**src/rtl/s298_bist_ctrl.sv**
```systemverilog
// s298_bist_ctrl: built-in self-test sequencer for the s298 core.
// Clears the core through G0, drives LFSR patterns on {G2,G1,G0}, compacts
// the six core outputs into a 16-bit MISR and compares against GOLDEN_SIG.
// Optional feature macro: S298_BIST_SIG_OUT_EN exposes the MISR on SIG.
// Handshake: START is a level request sampled only in IDLE/DONE; ABORT wins
// over START in every state; DONE/PASS are held until START, ABORT or reset.
module s298_bist_ctrl #(
  parameter int unsigned PAT_CNT    = 255,
  parameter int unsigned CLR_CYCLES = 2,
  parameter logic [7:0]  LFSR_SEED  = 8'h01,
  parameter logic [15:0] GOLDEN_SIG = 16'h0000
) (
  input  logic        CK,
  input  logic        RN,
  input  logic        START,
  input  logic        ABORT,
  input  logic [5:0]  OBS,
  output logic [2:0]  DUT_G,
  output logic        BUSY,
  output logic        DONE,
  output logic        PASS,
`ifdef S298_BIST_SIG_OUT_EN
  output logic [15:0] SIG,
`endif
  output logic [2:0]  DBG_STATE
);

  localparam logic [2:0] ST_IDLE  = 3'd0;
  localparam logic [2:0] ST_CLEAR = 3'd1;
  localparam logic [2:0] ST_RUN   = 3'd2;
  localparam logic [2:0] ST_FLUSH = 3'd3;
  localparam logic [2:0] ST_DONE  = 3'd4;

  localparam logic [3:0]  CLR_LOAD = 4'(CLR_CYCLES);
  localparam logic [15:0] PAT_LOAD = 16'(PAT_CNT);
  // An all-zero seed would lock the LFSR, so it is replaced by 8'h01.
  localparam logic [7:0]  SEED_EFF = (LFSR_SEED == 8'h00) ? 8'h01 : LFSR_SEED;

  logic [2:0]  state, state_nx;
  logic [3:0]  clr_cnt, clr_nx;
  logic [15:0] pat_cnt, pat_nx;
  logic [7:0]  lfsr, lfsr_nx, lfsr_step;
  logic [15:0] misr, misr_nx, misr_step;
  logic [2:0]  g_nx;

  assign lfsr_step = {lfsr[6:0], lfsr[7] ^ lfsr[5] ^ lfsr[4] ^ lfsr[3]};
  assign misr_step = {misr[14:0], 1'b0} ^ (misr[15] ? 16'h1021 : 16'h0000)
                   ^ {10'b0, OBS};

  // Next-state, counter, LFSR and MISR update logic.
  always_comb begin
    state_nx = state;
    clr_nx   = clr_cnt;
    pat_nx   = pat_cnt;
    lfsr_nx  = lfsr;
    misr_nx  = misr;
    case (state)
      ST_IDLE, ST_DONE: begin
        if (START) begin
          state_nx = ST_CLEAR;
          clr_nx   = CLR_LOAD;
          lfsr_nx  = SEED_EFF;
          misr_nx  = 16'h0000;
        end
      end
      ST_CLEAR: begin
        if (clr_cnt <= 4'd1) begin
          state_nx = ST_RUN;
          pat_nx   = PAT_LOAD;
        end else begin
          clr_nx = clr_cnt - 4'd1;
        end
      end
      ST_RUN: begin
        // The first RUN cycle has no response to capture yet.
        if (pat_cnt != PAT_LOAD) misr_nx = misr_step;
        if (pat_cnt <= 16'd1) state_nx = ST_FLUSH;
        else                  pat_nx   = pat_cnt - 16'd1;
      end
      ST_FLUSH: begin
        // Captures the response to the last RUN pattern.
        misr_nx  = misr_step;
        state_nx = ST_DONE;
      end
      default: state_nx = ST_IDLE;
    endcase
    // The pattern registered on this edge is the current LFSR value, so the
    // LFSR steps on every edge that lands in RUN.
    if (state_nx == ST_RUN) lfsr_nx = lfsr_step;
    if (ABORT) begin
      state_nx = ST_IDLE;
      clr_nx   = clr_cnt;
      pat_nx   = pat_cnt;
      lfsr_nx  = lfsr;
      misr_nx  = misr;
    end
  end

  // Core drive value for the upcoming cycle.
  always_comb begin
    g_nx = 3'b000;
    if (state_nx == ST_CLEAR)    g_nx = 3'b001;
    else if (state_nx == ST_RUN) g_nx = lfsr[2:0];
  end

  // State and registered outputs; outputs are derived from the next state.
  always_ff @(posedge CK or negedge RN) begin
    if (!RN) begin
      state   <= ST_IDLE;
      clr_cnt <= 4'd0;
      pat_cnt <= 16'd0;
      lfsr    <= SEED_EFF;
      misr    <= 16'h0000;
      DUT_G   <= 3'b000;
      BUSY    <= 1'b0;
      DONE    <= 1'b0;
      PASS    <= 1'b0;
    end else begin
      state   <= state_nx;
      clr_cnt <= clr_nx;
      pat_cnt <= pat_nx;
      lfsr    <= lfsr_nx;
      misr    <= misr_nx;
      DUT_G   <= g_nx;
      BUSY    <= (state_nx == ST_CLEAR) || (state_nx == ST_RUN) ||
                 (state_nx == ST_FLUSH);
      DONE    <= (state_nx == ST_DONE);
      PASS    <= (state_nx == ST_DONE) && (misr_nx == GOLDEN_SIG);
    end
  end

  assign DBG_STATE = state;

`ifdef S298_BIST_SIG_OUT_EN
  assign SIG = misr;
`endif

endmodule

```
**config.mk**
```make
export PLATFORM = sky130hd
export DESIGN_NAME = s298_bist_ctrl
export DESIGN_NICKNAME = d
export VERILOG_FILES = /design/src/rtl/s298_bist_ctrl.sv
export SDC_FILE = /design/constraint.sdc
export NUM_CORES = 1
export LEC_CHECK = 0
export ABC_AREA = 1
export BUFFER_PORTS_ARGS = -buffer_cell sky130_fd_sc_hd__buf_2
export CAP_MARGIN = 15
export CORE_MARGIN = 2
export CORE_UTILIZATION = 45
export CTS_BUF_LIST = sky130_fd_sc_hd__clkbuf_8
export DETAILED_ROUTE_END_ITERATION = 10
export GPL_ROUTABILITY_DRIVEN = 0
export SLEW_MARGIN = 10
export SYNTH_ARGS = -nofsm -noshare
export SYNTH_HDL_FRONTEND = slang
export SYNTH_SLANG_ARGS = --single-unit
```
**constraint.sdc**
```tcl
create_clock -name CK -period 2.09 [get_ports CK]
set_input_delay 0.1045 -clock CK [delete_from_list [all_inputs] [get_ports CK]]
set_output_delay 0.1045 -clock CK [all_outputs]
set_load 0.005 [all_outputs]
```
==> metrics.yaml, run 1 <==
yosys:
  synth_nets: 346
  synthMostInstantiatedCell: "nand2_1"
  synth_top_family_by_area: "simple AND/OR/NAND/NOR gates"
  synth_top_flop_cell: "dfrtp_1"
  post-synth-top-area-cell: "dfrtp_1"
  syn_area_um2: 2790
  async_flop_share_pct: 100
  synth_xor_area_share_pct: 7.54
  yosys.area_share.simple_pct: 28.1
  synth_commonest_cells: "nand2_1, dfrtp_1, nor2_1, inv_1, nand3_1"
  yosysUniqueCellTypes: 37
  seq_area_frac_synth_pct: 47.6
  synth-adder-area-share_pct: 2.24
  synthMuxAreaShare_pct: 0
  synth_top_cell_area_share_pct: 46.7
  synth-compound-area-share_pct: 8.08
  postSynthRegisterBits: 53
  postSynthCellCount: 331
  synth.avg_cell_area_um2: 8.42
  synth_edf_count: 0
  yosysWarnings: 0
  yosys-top-cells-area: "dfrtp_1, nand2_1, nor2_1, nand3_1, xnor2_1"
worst_hold_path:
  hp-class: "in -> reg"
sta:
  maxSlewViolCount: 0
  relSlewSlack_pct: 49.8
  clock.fmax_mhz: 531
  period_needed_ns: 1.88
  fin_setup_tns_ns: 0
  worstMarginPinSlew_ns: 0.753
  final_hold_viol_count: 0
  finalClockSkew_ns: 0.00710
  setup_viol: 0
  rsz0062_at_grt: "no"
  timing.final.crit_share_pct: 90.1
drt:
  wl_per_cell_um: 12.5
  drt_iter0_markers: 120
  routed_via_density: 5.00
  routed_wl_um: 5470
  vias: 2186
  drc: 0
  drtAntennaViolNets: 0
  dr.pass1.iters: 4
clock_tree:
  clk_latency_ns: 0.31
  clockRootBuffer: "clkbuf_8"
  cts_htree_levels: 2
  cts_max_path_buffers: 2
  cts_num_sinks: 53
  clk_pin_slew_ns: 0.10
  cts_tree: "yes"
  cts_buffers: 5
global_routing:
  grt_remaining_overflow: 0
  grt_pass1_vias: 2148
  antenna_found_initial: 0
  grtUsageTotal_pct: 18.1
  grt_first_pass_wirelength_um: 9560
  grt_max_degree: 35
die:
  core_um2: 5960
  die_x_um: 82.7
  fp.dieH_um: 82.7
  rows: 28
  start_util_pct: 46.8
  dieArea_um2: 6840
  io_pins: 19
setup_path:
  crit_required_ns: 2.34
  cp-end-kind: "flop"
  critPathMaxFanout: 8
  cp-start-kind: "flop"
  critPathArrivalTime_ns: 2.13
  worstSetupPathType: "reg -> reg"
power:
  power_mw: 2.84
  powerDensity_nw_per_um2: 911
  peakVddDrop_mv: 0.457
  p_leak_nw: 1.61
finish:
  stdcell_count: 437
  syn_to_final_growth_pct: 11.7
  n_antenna_cell: 0
  fin_nets: 376
  drive_gt1_share_pct: 16.9
run:
  cap_violations: 0
placed_design:
  hpwl_um: 3950
  portBuffers: 18
  dp.cells: 425
status:
  status: "finished clean"
==> stage by stage <==
step	util (%)	worst slack, ns	hold slack [ns]	cell area [um^2]
final	52.3	0.207	0.0918	3110
after global routing	52.3	0.00740	0.0884	3110
after CTS	51.8	0.0891	0.0789	3090
after floorplan	-	0.377	-0.191	2790
after detailed placement	50.0	0.0992	0.232	2980
after global placement	50.0	0.178	0.224	2980
==> logic make-up (layout without fill, tap and decap cells) <==
family | after synthesis | in the layout
buffers and inverters | 40 | 71
adders and majority gates | 5 | 5
and+or+nand+nor | 171 | 171
xor gates and xnor gates | 24 | 24
AOI/OAI and AO/OA | 38 | 38
DFF | 53 | 53
==> critical path, cell delays in order, from the launching register on <==
cell,delay (ns)
dfrtp_1,0.43
nor2_1,0.16
nand2_1,0.11
nor2_4,0.17
nand3_2,0.18
buf_4,0.21
nand3_1,0.07
nand2_1,0.07
nor2_1,0.12
nand2_1,0.07
nor2_1,0.09
nand2_1,0.07
nor2_2,0.08
==> cell usage in the layout, fill, tap and decap left out, types with 6 or more instances in the layout <==
master    instances
xnor2_1          13
o21ai_1           6
o21ai_0          11
nand3_1          23
inv_1            27
nand2_1          83
dfrtp_1          52
nor2_1           36
buf_2            18
o31ai_1           6
nor3_1            6
xor2_1           11
buf_4            11
a21oi_1           6
clkbuf_8          6
==> layout make-up <==
| type | instances | area [um^2] |
|---|---|---|
| repair buffers | 30 | 183 |
| well taps | 75 | 93.8 |
| inverters | 33 | 129 |
| clock buffers | 6 | 82.6 |
| multi-input cells | 238 | 1280 |
| fillers | 600 | 2840 |
| flip-flops and latches | 53 | 1330 |
| clock inverters | 2 | 17.5 |
==> flip-flops by register name, summed over array words and instances, names as in the netlist <==
| signal | flops |
|---|---|
| DUT_G | 3 |
| misr | 16 |
| lfsr | 8 |
| clr_cnt | 4 |
| BUSY | 1 |
| DONE | 1 |
| pat_cnt | 16 |
| DBG_STATE | 3 |
| PASS | 1 |
==> path summary, 6_finish.rpt <==
path                       depth (start not counted)  slack (ns)   startpoint           end
setup / recovery                                  12        0.21  pat_cnt[12]          PASS
hold / removal                                     2        0.09        ABORT  DBG_STATE[1]
setup reg to reg                                  12        0.21  pat_cnt[12]          PASS
hold reg to reg                                    2        0.51      misr[6]       misr[6]
max in group asynchronous                          3        1.04           RN       misr[0]
min in group asynchronous                          2        0.39           RN       lfsr[6]
==> timing repair <==
item                       in CTS  in global routing
hold endpoints to repair       31                  0
gates resized for setup         0                  1
setup buffers                   0                  3
setup endpoints to repair       0                 14
hold buffers                    1                  0
==> routing by layer <==
layer  vias to the layer above  share of wire (%)  GRT usage (%)
met5                         -                  0              0
met4                         0                1.4           5.57
met1                      1023                 50           24.0
met2                        32                 45           29.8
met3                        10                3.2           3.80
li1                       1121                  -              -
==> report_power, final <==
part           internal (mW)  leakage [nW]  switching (mW)
sequential              1.20         0.710           0.166
combinational          0.324         0.852           0.515
clock                  0.276        0.0518           0.356
total                   1.80          1.61            1.04
Power figures use the tool's default switching activity.
==> run 2: changes to the inputs <==
--- a/config.mk
+++ b/config.mk
@@ -8,11 +8,12 @@
 export ABC_AREA = 1
 export BUFFER_PORTS_ARGS = -buffer_cell sky130_fd_sc_hd__buf_2
 export CAP_MARGIN = 15
-export CORE_MARGIN = 2
+export CORE_MARGIN = 1.5
 export CORE_UTILIZATION = 45
 export CTS_BUF_LIST = sky130_fd_sc_hd__clkbuf_8
 export DETAILED_ROUTE_END_ITERATION = 10
 export GPL_ROUTABILITY_DRIVEN = 0
+export SETUP_SLACK_MARGIN = 0.02
 export SLEW_MARGIN = 10
 export SYNTH_ARGS = -nofsm -noshare
 export SYNTH_HDL_FRONTEND = slang
==> run 2 against run 1 <==
Clock skew grew 0.0032 ns. First-iteration DRC count shrank 32%. Sequential share of layout area shrank 0.17 points. Cell count is the same. Clock power shrank 1%. Sequential cell count is the same. Via count shrank 1.9%. Power is essentially flat. Worst setup slack gained 0.056 ns. Sequential power is essentially flat. Critical path type unchanged. Critical endpoint unchanged. Largest power group unchanged.
==> metrics.yaml, run 2 (same netlist as run 1, synthesis figures left out) <==
die:
  start_util_pct: 46.8  # unchanged
  rows: 28  # unchanged
  die_x_um: 81.7  # -1.2%
  io_pins: 19  # unchanged
  fp.dieH_um: 81.7  # -1.2%
  dieArea_um2: 6680  # -2.4%
  core_um2: 5960  # unchanged
clock_tree:
  cts_max_path_buffers: 2  # unchanged
  clk_latency_ns: 0.31  # about the same
  cts_htree_levels: 2  # unchanged
  clk_pin_slew_ns: 0.10  # about the same
  cts_tree: "yes"
  clockRootBuffer: "clkbuf_8"
  cts_num_sinks: 53  # unchanged
  cts_buffers: 5  # unchanged
finish:
  syn_to_final_growth_pct: 12.1
  n_fill_cell: 573  # -4.5%
  drive_gt1_share_pct: 16.9  # unchanged
  stdcell_area_um2: 3130  # +0.40%
  final_cell_mix: "nand2_1, dfrtp_1, nor2_1, inv_1, nand3_1"
  fin_nets: 376  # unchanged
  n_antenna_cell: 0  # unchanged
  top_regs: "misr x16, pat_cnt x16, lfsr x8"
  multi_input_area_um2: 1290  # +0.98%
  stdcell_count: 437  # unchanged
  seq_area_um2: 1330  # unchanged
  layout_commonest_cell: "nand2_1"
sta:
  maxSlewViolCount: 0  # unchanged
  final_hold_viol_count: 0  # unchanged
  setup_ws_ns: 0.263  # +0.0557 ns
  period_needed_ns: 1.83  # -0.0557 ns
  finalClockSkew_ns: 0.0103  # +0.00321 ns
  holdWs_ns: 0.0841  # -0.00776 ns
  timing.final.crit_share_pct: 87.4  # -2.7 points
  rsz0062_at_grt: "no"
  clock.fmax_mhz: 547  # +3.0%
  relSlewSlack_pct: 50.3  # +0.48 points
  worstMarginPinSlew_ns: 0.746  # -0.00721 ns
  fin_setup_tns_ns: 0  # unchanged
  setup_viol: 0  # unchanged
setup_path:
  crit_path_max_incr_delay_ns: 0.44  # about the same
  crit_required_ns: 2.34  # about the same
  critPathArrivalTime_ns: 2.08  # -0.05 ns
  critPathMaxFanout: 14  # +6
  cp-end-kind: "flop"
  crit_top_cell: "nand2_1"
  worstSetupPathType: "reg -> reg"
  reg2regPathDepth: 13  # +1
  cp-start-kind: "flop"
  crit_chain: "inv_2, nand2_4, nor2_8, nand2_4, o21ai_2, nand2_2, nand2_1, nand2_1, nor2_1, nand2_1, nor2_1, nand2_1, nor2_2"
  crit_slowest_cell: "dfrtp_1"
global_routing:
  grt_pass1_vias: 2064  # -3.9%
  grt_max_degree: 35  # unchanged
  grtUsageTotal_pct: 18.3  # +0.21 points
  grt_first_pass_wirelength_um: 9420  # -1.4%
  grt_remaining_overflow: 0  # unchanged
  antenna_found_initial: 0  # unchanged
drt:
  drc: 0  # unchanged
  vias: 2145  # -1.9%
  dr.pass1.iters: 4  # unchanged
  routed_via_density: 4.91  # -1.9%
  drt_iter0_markers: 82  # -32%
  routed_wl_um: 5440  # -0.49%
  wl_per_cell_um: 12.5  # -0.49%
  drtAntennaViolNets: 0  # unchanged
placed_design:
  dp_slack_ns: 0.0892  # -0.00996 ns
  dp.cells: 425  # unchanged
  portBuffers: 18  # unchanged
  place_area_um2: 2980  # unchanged
  hpwl_um: 4030  # +1.9%
power:
  p_switching_mw: 1.04  # about the same
  power_frac_clock_pct: 22.0  # -0.3 points
  power.share.sequential_pct: 47.9  # -0.2 points
  powerDensity_nw_per_um2: 908  # -0.36%
  comb_power_share_pct: 30.1  # +0.5 points
  peakVddDrop_mv: 0.520  # +14%
  swShare_pct: 36.5  # -0.037 points
  p_leak_nw: 1.61  # about the same
  internal_power_mw: 1.80  # about the same
run:
  cap_violations: 0  # unchanged
worst_hold_path:
  hp-class: "in -> reg"
  holdPathStages: 2  # unchanged
status:
  status: "finished clean"
-- run 2: changes by cell type in the layout (fill, tap and decap cells not counted) --
cell | previous run | this run
o21ai_1 | 6 | 7
nor2_2 | 4 | 3
nand3_4 | 0 | 1
nor2_4 | 1 | 2
o21ai_0 | 11 | 10
nand3_2 | 1 | 0
-- run 2: worst max-delay path, delay by kind of cell, from the launching register on --
family	cells	cell delay [ns]
simple gates	11	1.09
flops	1	0.44
buf+inv	1	0.15
compound gates	1	0.09
-- run 2: stage by stage --
step | utilization, % | power [mW]
6_report | 52.5 | 2.84
5_1_grt | 52.5 | 3.06
3_3_place_gp | 50.0 | 2.20
2_1_floorplan | - | 2.00
3_5_place_dp | 50.0 | 2.21
4_1_cts | 51.8 | 2.85
-- run 2: worst paths after layout --
path / start / slack, ns / end
max in group asynchronous: RN / 1.05 / misr[0]
hold / removal: ABORT / 0.08 / DBG_STATE[1]
setup / recovery: DBG_STATE[0] / 0.26 / PASS
hold reg to reg: lfsr[1] / 0.51 / DUT_G[1]
setup reg to reg: DBG_STATE[0] / 0.26 / PASS
min in group asynchronous: RN / 0.39 / lfsr[4]
-- run 2: cell type report --
cell class / instances / share of cell area, %
Inverter: 33 / 4.12
Multi-Input combinational cell: 238 / 41.4
Sequential cell: 53 / 42.5
Clock inverter: 2 / 0.560
Tap cell: 75 / 3.00
Clock buffer: 6 / 2.64
Timing Repair Buffer: 30 / 5.84
-- run 2: power by group through the flow --
stage	registers, mW	logic, mW	clock network, mW
finish	1.36	0.854	0.625
global route	1.39	0.991	0.687
CTS	1.36	0.833	0.653
detailed placement	1.38	0.829	0
global placement	1.38	0.816	0
floorplan	1.35	0.647	0
-- run 2: repair_timing --
item | in CTS | in global routing
endpoints found under the setup margin | 0 | 22
endpoints found under the hold margin | 31 | 0
gates resized for setup | 0 | 4
hold buffers | 1 | 0
setup buffers | 0 | 3
-- run 2: routing by layer --
layer  share of wire (%)  track usage, %  wire length [um]
met1                  49            24.9              2660
met2                  47            30.0              2570
met3                 3.0            3.67               161
met4                 1.1            4.58                58
met5                   0               0                 0
==> run 3: changes to the inputs <==
--- a/config.mk
+++ b/config.mk
@@ -8,11 +8,14 @@
 export ABC_AREA = 1
 export BUFFER_PORTS_ARGS = -buffer_cell sky130_fd_sc_hd__buf_2
 export CAP_MARGIN = 15
+export CELL_PAD_IN_SITES_DETAIL_PLACEMENT = 1
+export CELL_PAD_IN_SITES_GLOBAL_PLACEMENT = 1
 export CORE_MARGIN = 1.5
 export CORE_UTILIZATION = 45
 export CTS_BUF_LIST = sky130_fd_sc_hd__clkbuf_8
 export DETAILED_ROUTE_END_ITERATION = 10
 export GPL_ROUTABILITY_DRIVEN = 0
+export PLACE_DENSITY_LB_ADDON = 0.1
 export SETUP_SLACK_MARGIN = 0.02
 export SLEW_MARGIN = 10
 export SYNTH_ARGS = -nofsm -noshare
==> run 3 against run 2 <==
Design area increased by 0.36%. Die area unchanged. Clock-buffer cell count unchanged. Worst setup slack got worse by 0.15 ns. Sequential cell count unchanged. Wire length increased by 21%. Fmax decreased by 7.5%. Largest cell class unchanged.
==> metrics.yaml, run 3 (same netlist as run 1, synthesis figures left out) <==
sta:
  clock.fmax_mhz: 506  # -7.5%
  setup_viol: 0  # unchanged
  setup_ws_ns: 0.115  # -0.147 ns
  maxSlewViolCount: 0  # unchanged
  rsz0062_at_grt: "yes"
  timing.final.crit_share_pct: 94.5  # +7.1 points
  final_hold_viol_count: 0  # unchanged
  period_needed_ns: 1.97  # +0.147 ns
  fin_setup_tns_ns: 0  # unchanged
  worstMarginPinSlew_ns: 0.661  # -0.0849 ns
  relSlewSlack_pct: 55.9  # +5.7 points
  finalClockSkew_ns: 0.00625  # -0.00406 ns
finish:
  fin_nets: 372  # -1.1%
  n_antenna_cell: 0  # unchanged
  multi_input_area_um2: 1290  # -0.19%
  layout_commonest_cell: "nand2_1"
  postLayoutCoreUtil_pct: 52.7  # +0.19 points
  final_cell_mix: "nand2_1, dfrtp_1, nor2_1, inv_1, nand3_1"
  stdcell_count: 433  # -0.92%
  syn_to_final_growth_pct: 12.5
  top_regs: "misr x16, pat_cnt x16, lfsr x8"
  drive_gt1_share_pct: 15.9  # -0.93 points
  n_fill_cell: 731  # +28%
  seq_area_um2: 1330  # unchanged
drt:
  routed_via_density: 5.20  # +5.9%
  dr.pass1.iters: 4  # unchanged
  wl_per_cell_um: 15.2  # +22%
  drtAntennaViolNets: 0  # unchanged
  drt_iter0_markers: 35  # -57%
  vias: 2250  # +4.9%
  routed_wl_um: 6600  # +21%
  drc: 0  # unchanged
clock_tree:
  cts_htree_levels: 2  # unchanged
  clk_pin_slew_ns: 0.10  # about the same
  clk_latency_ns: 0.31  # about the same
  cts_tree: "yes"
  cts_buffers: 5  # unchanged
  clockRootBuffer: "clkbuf_8"
  cts_num_sinks: 53  # unchanged
  cts_max_path_buffers: 2  # unchanged
global_routing:
  antenna_found_initial: 0  # unchanged
  grtUsageTotal_pct: 22.0  # +3.7 points
  grt_remaining_overflow: 0  # unchanged
  grt_first_pass_wirelength_um: 11100  # +18%
  grt_max_degree: 29  # -17%
  grt_pass1_vias: 2305  # +12%
die:
  die_x_um: 81.7  # unchanged
  rows: 28  # unchanged
  core_um2: 5960  # unchanged
  start_util_pct: 46.8  # unchanged
  dieArea_um2: 6680  # unchanged
  io_pins: 19  # unchanged
  fp.dieH_um: 81.7  # unchanged
placed_design:
  hpwl_um: 4750  # +18%
  portBuffers: 18  # unchanged
  dp.cells: 422  # -0.71%
  dp_slack_ns: 0.0398  # -0.0494 ns
setup_path:
  critPathMaxFanout: 6  # -8
  cp-start-kind: "flop"
  worstSetupPathType: "reg -> reg"
  crit_top_cell: "o21ai_1"
  crit_required_ns: 2.29  # -0.05 ns
  crit_chain: "inv_1, ha_1, o21ai_1, nor2_1, nand3_1, nand2_2, nor2_8, buf_12, nand2_1, xor2_1, o21ai_1"
  cp.buffers_inverters: 2  # +1
  crit_path_max_incr_delay_ns: 0.43  # about the same
  critPathArrivalTime_ns: 2.18  # +0.10 ns
  crit_slowest_cell: "dfrtp_1"
  cpLargestDelayFamily: "simple AND/OR/NAND/NOR gates"
  cp-end-kind: "flop"
run:
  cap_violations: 0  # unchanged
power:
  powerDensity_nw_per_um2: 954  # +5.1%
  peakVddDrop_mv: 0.485  # -6.8%
  p_leak_nw: 1.62  # about the same
worst_hold_path:
  hp-class: "in -> reg"
status:
  status: "finished clean"
run 3: cell type report:
cell class / instances / area share (%)
Clock buffer: 6 / 2.63
Clock inverter: 2 / 1.08
Inverter: 33 / 4.19
Multi-Input combinational cell: 238 / 41.1
Sequential cell: 53 / 42.3
Tap cell: 75 / 2.99
Timing Repair Buffer: 26 / 5.66
run 3: routing by layer:
layer  GRT usage (%)  vias up  share of wire [%]
met1            29.5     1109                 47
li1                -     1115                  -
met3            3.44        8                1.9
met4            6.61        0                1.3
met5               0        -                  0
met2            36.8       18                 49
run 3: repair_timing:
item | CTS | global route
buffers inserted | 0 | 2
hold buffers | 1 | 0
pin swaps | 1 | 1
setup endpoints to repair | 1 | 21
endpoints found under the hold margin | 24 | 0
gates resized for setup | 0 | 6
cloned | 0 | 0
run 3: path summary, 6_finish.rpt:
| check | depth (start not counted) | end | slack (ns) | startpoint |
|---|---|---|---|---|
| max in group asynchronous | 3 | DONE | 1.16 | RN |
| max reg2reg | 11 | pat_cnt[2] | 0.12 | pat_cnt[0] |
| min in group asynchronous | 2 | pat_cnt[15] | 0.35 | RN |
| min | 2 | DBG_STATE[1] | 0.09 | ABORT |
| max | 11 | pat_cnt[2] | 0.12 | pat_cnt[0] |
| min reg2reg | 2 | DUT_G[2] | 0.50 | lfsr[2] |
run 3: stage by stage:
stage	hold WS [ns]	instance area, um^2	total power, mW
floorplan	-0.191	2790	2.00
global placement	0.163	2970	2.22
detailed placement	0.176	2970	2.24
CTS	0.0766	3090	3.00
global route	0.0866	3140	3.20
finish	0.0896	3140	2.99
run 3: report_power, final:
group | internal, mW | switching, mW
clock network | 0.386 | 0.353
registers | 1.20 | 0.184
logic | 0.324 | 0.546
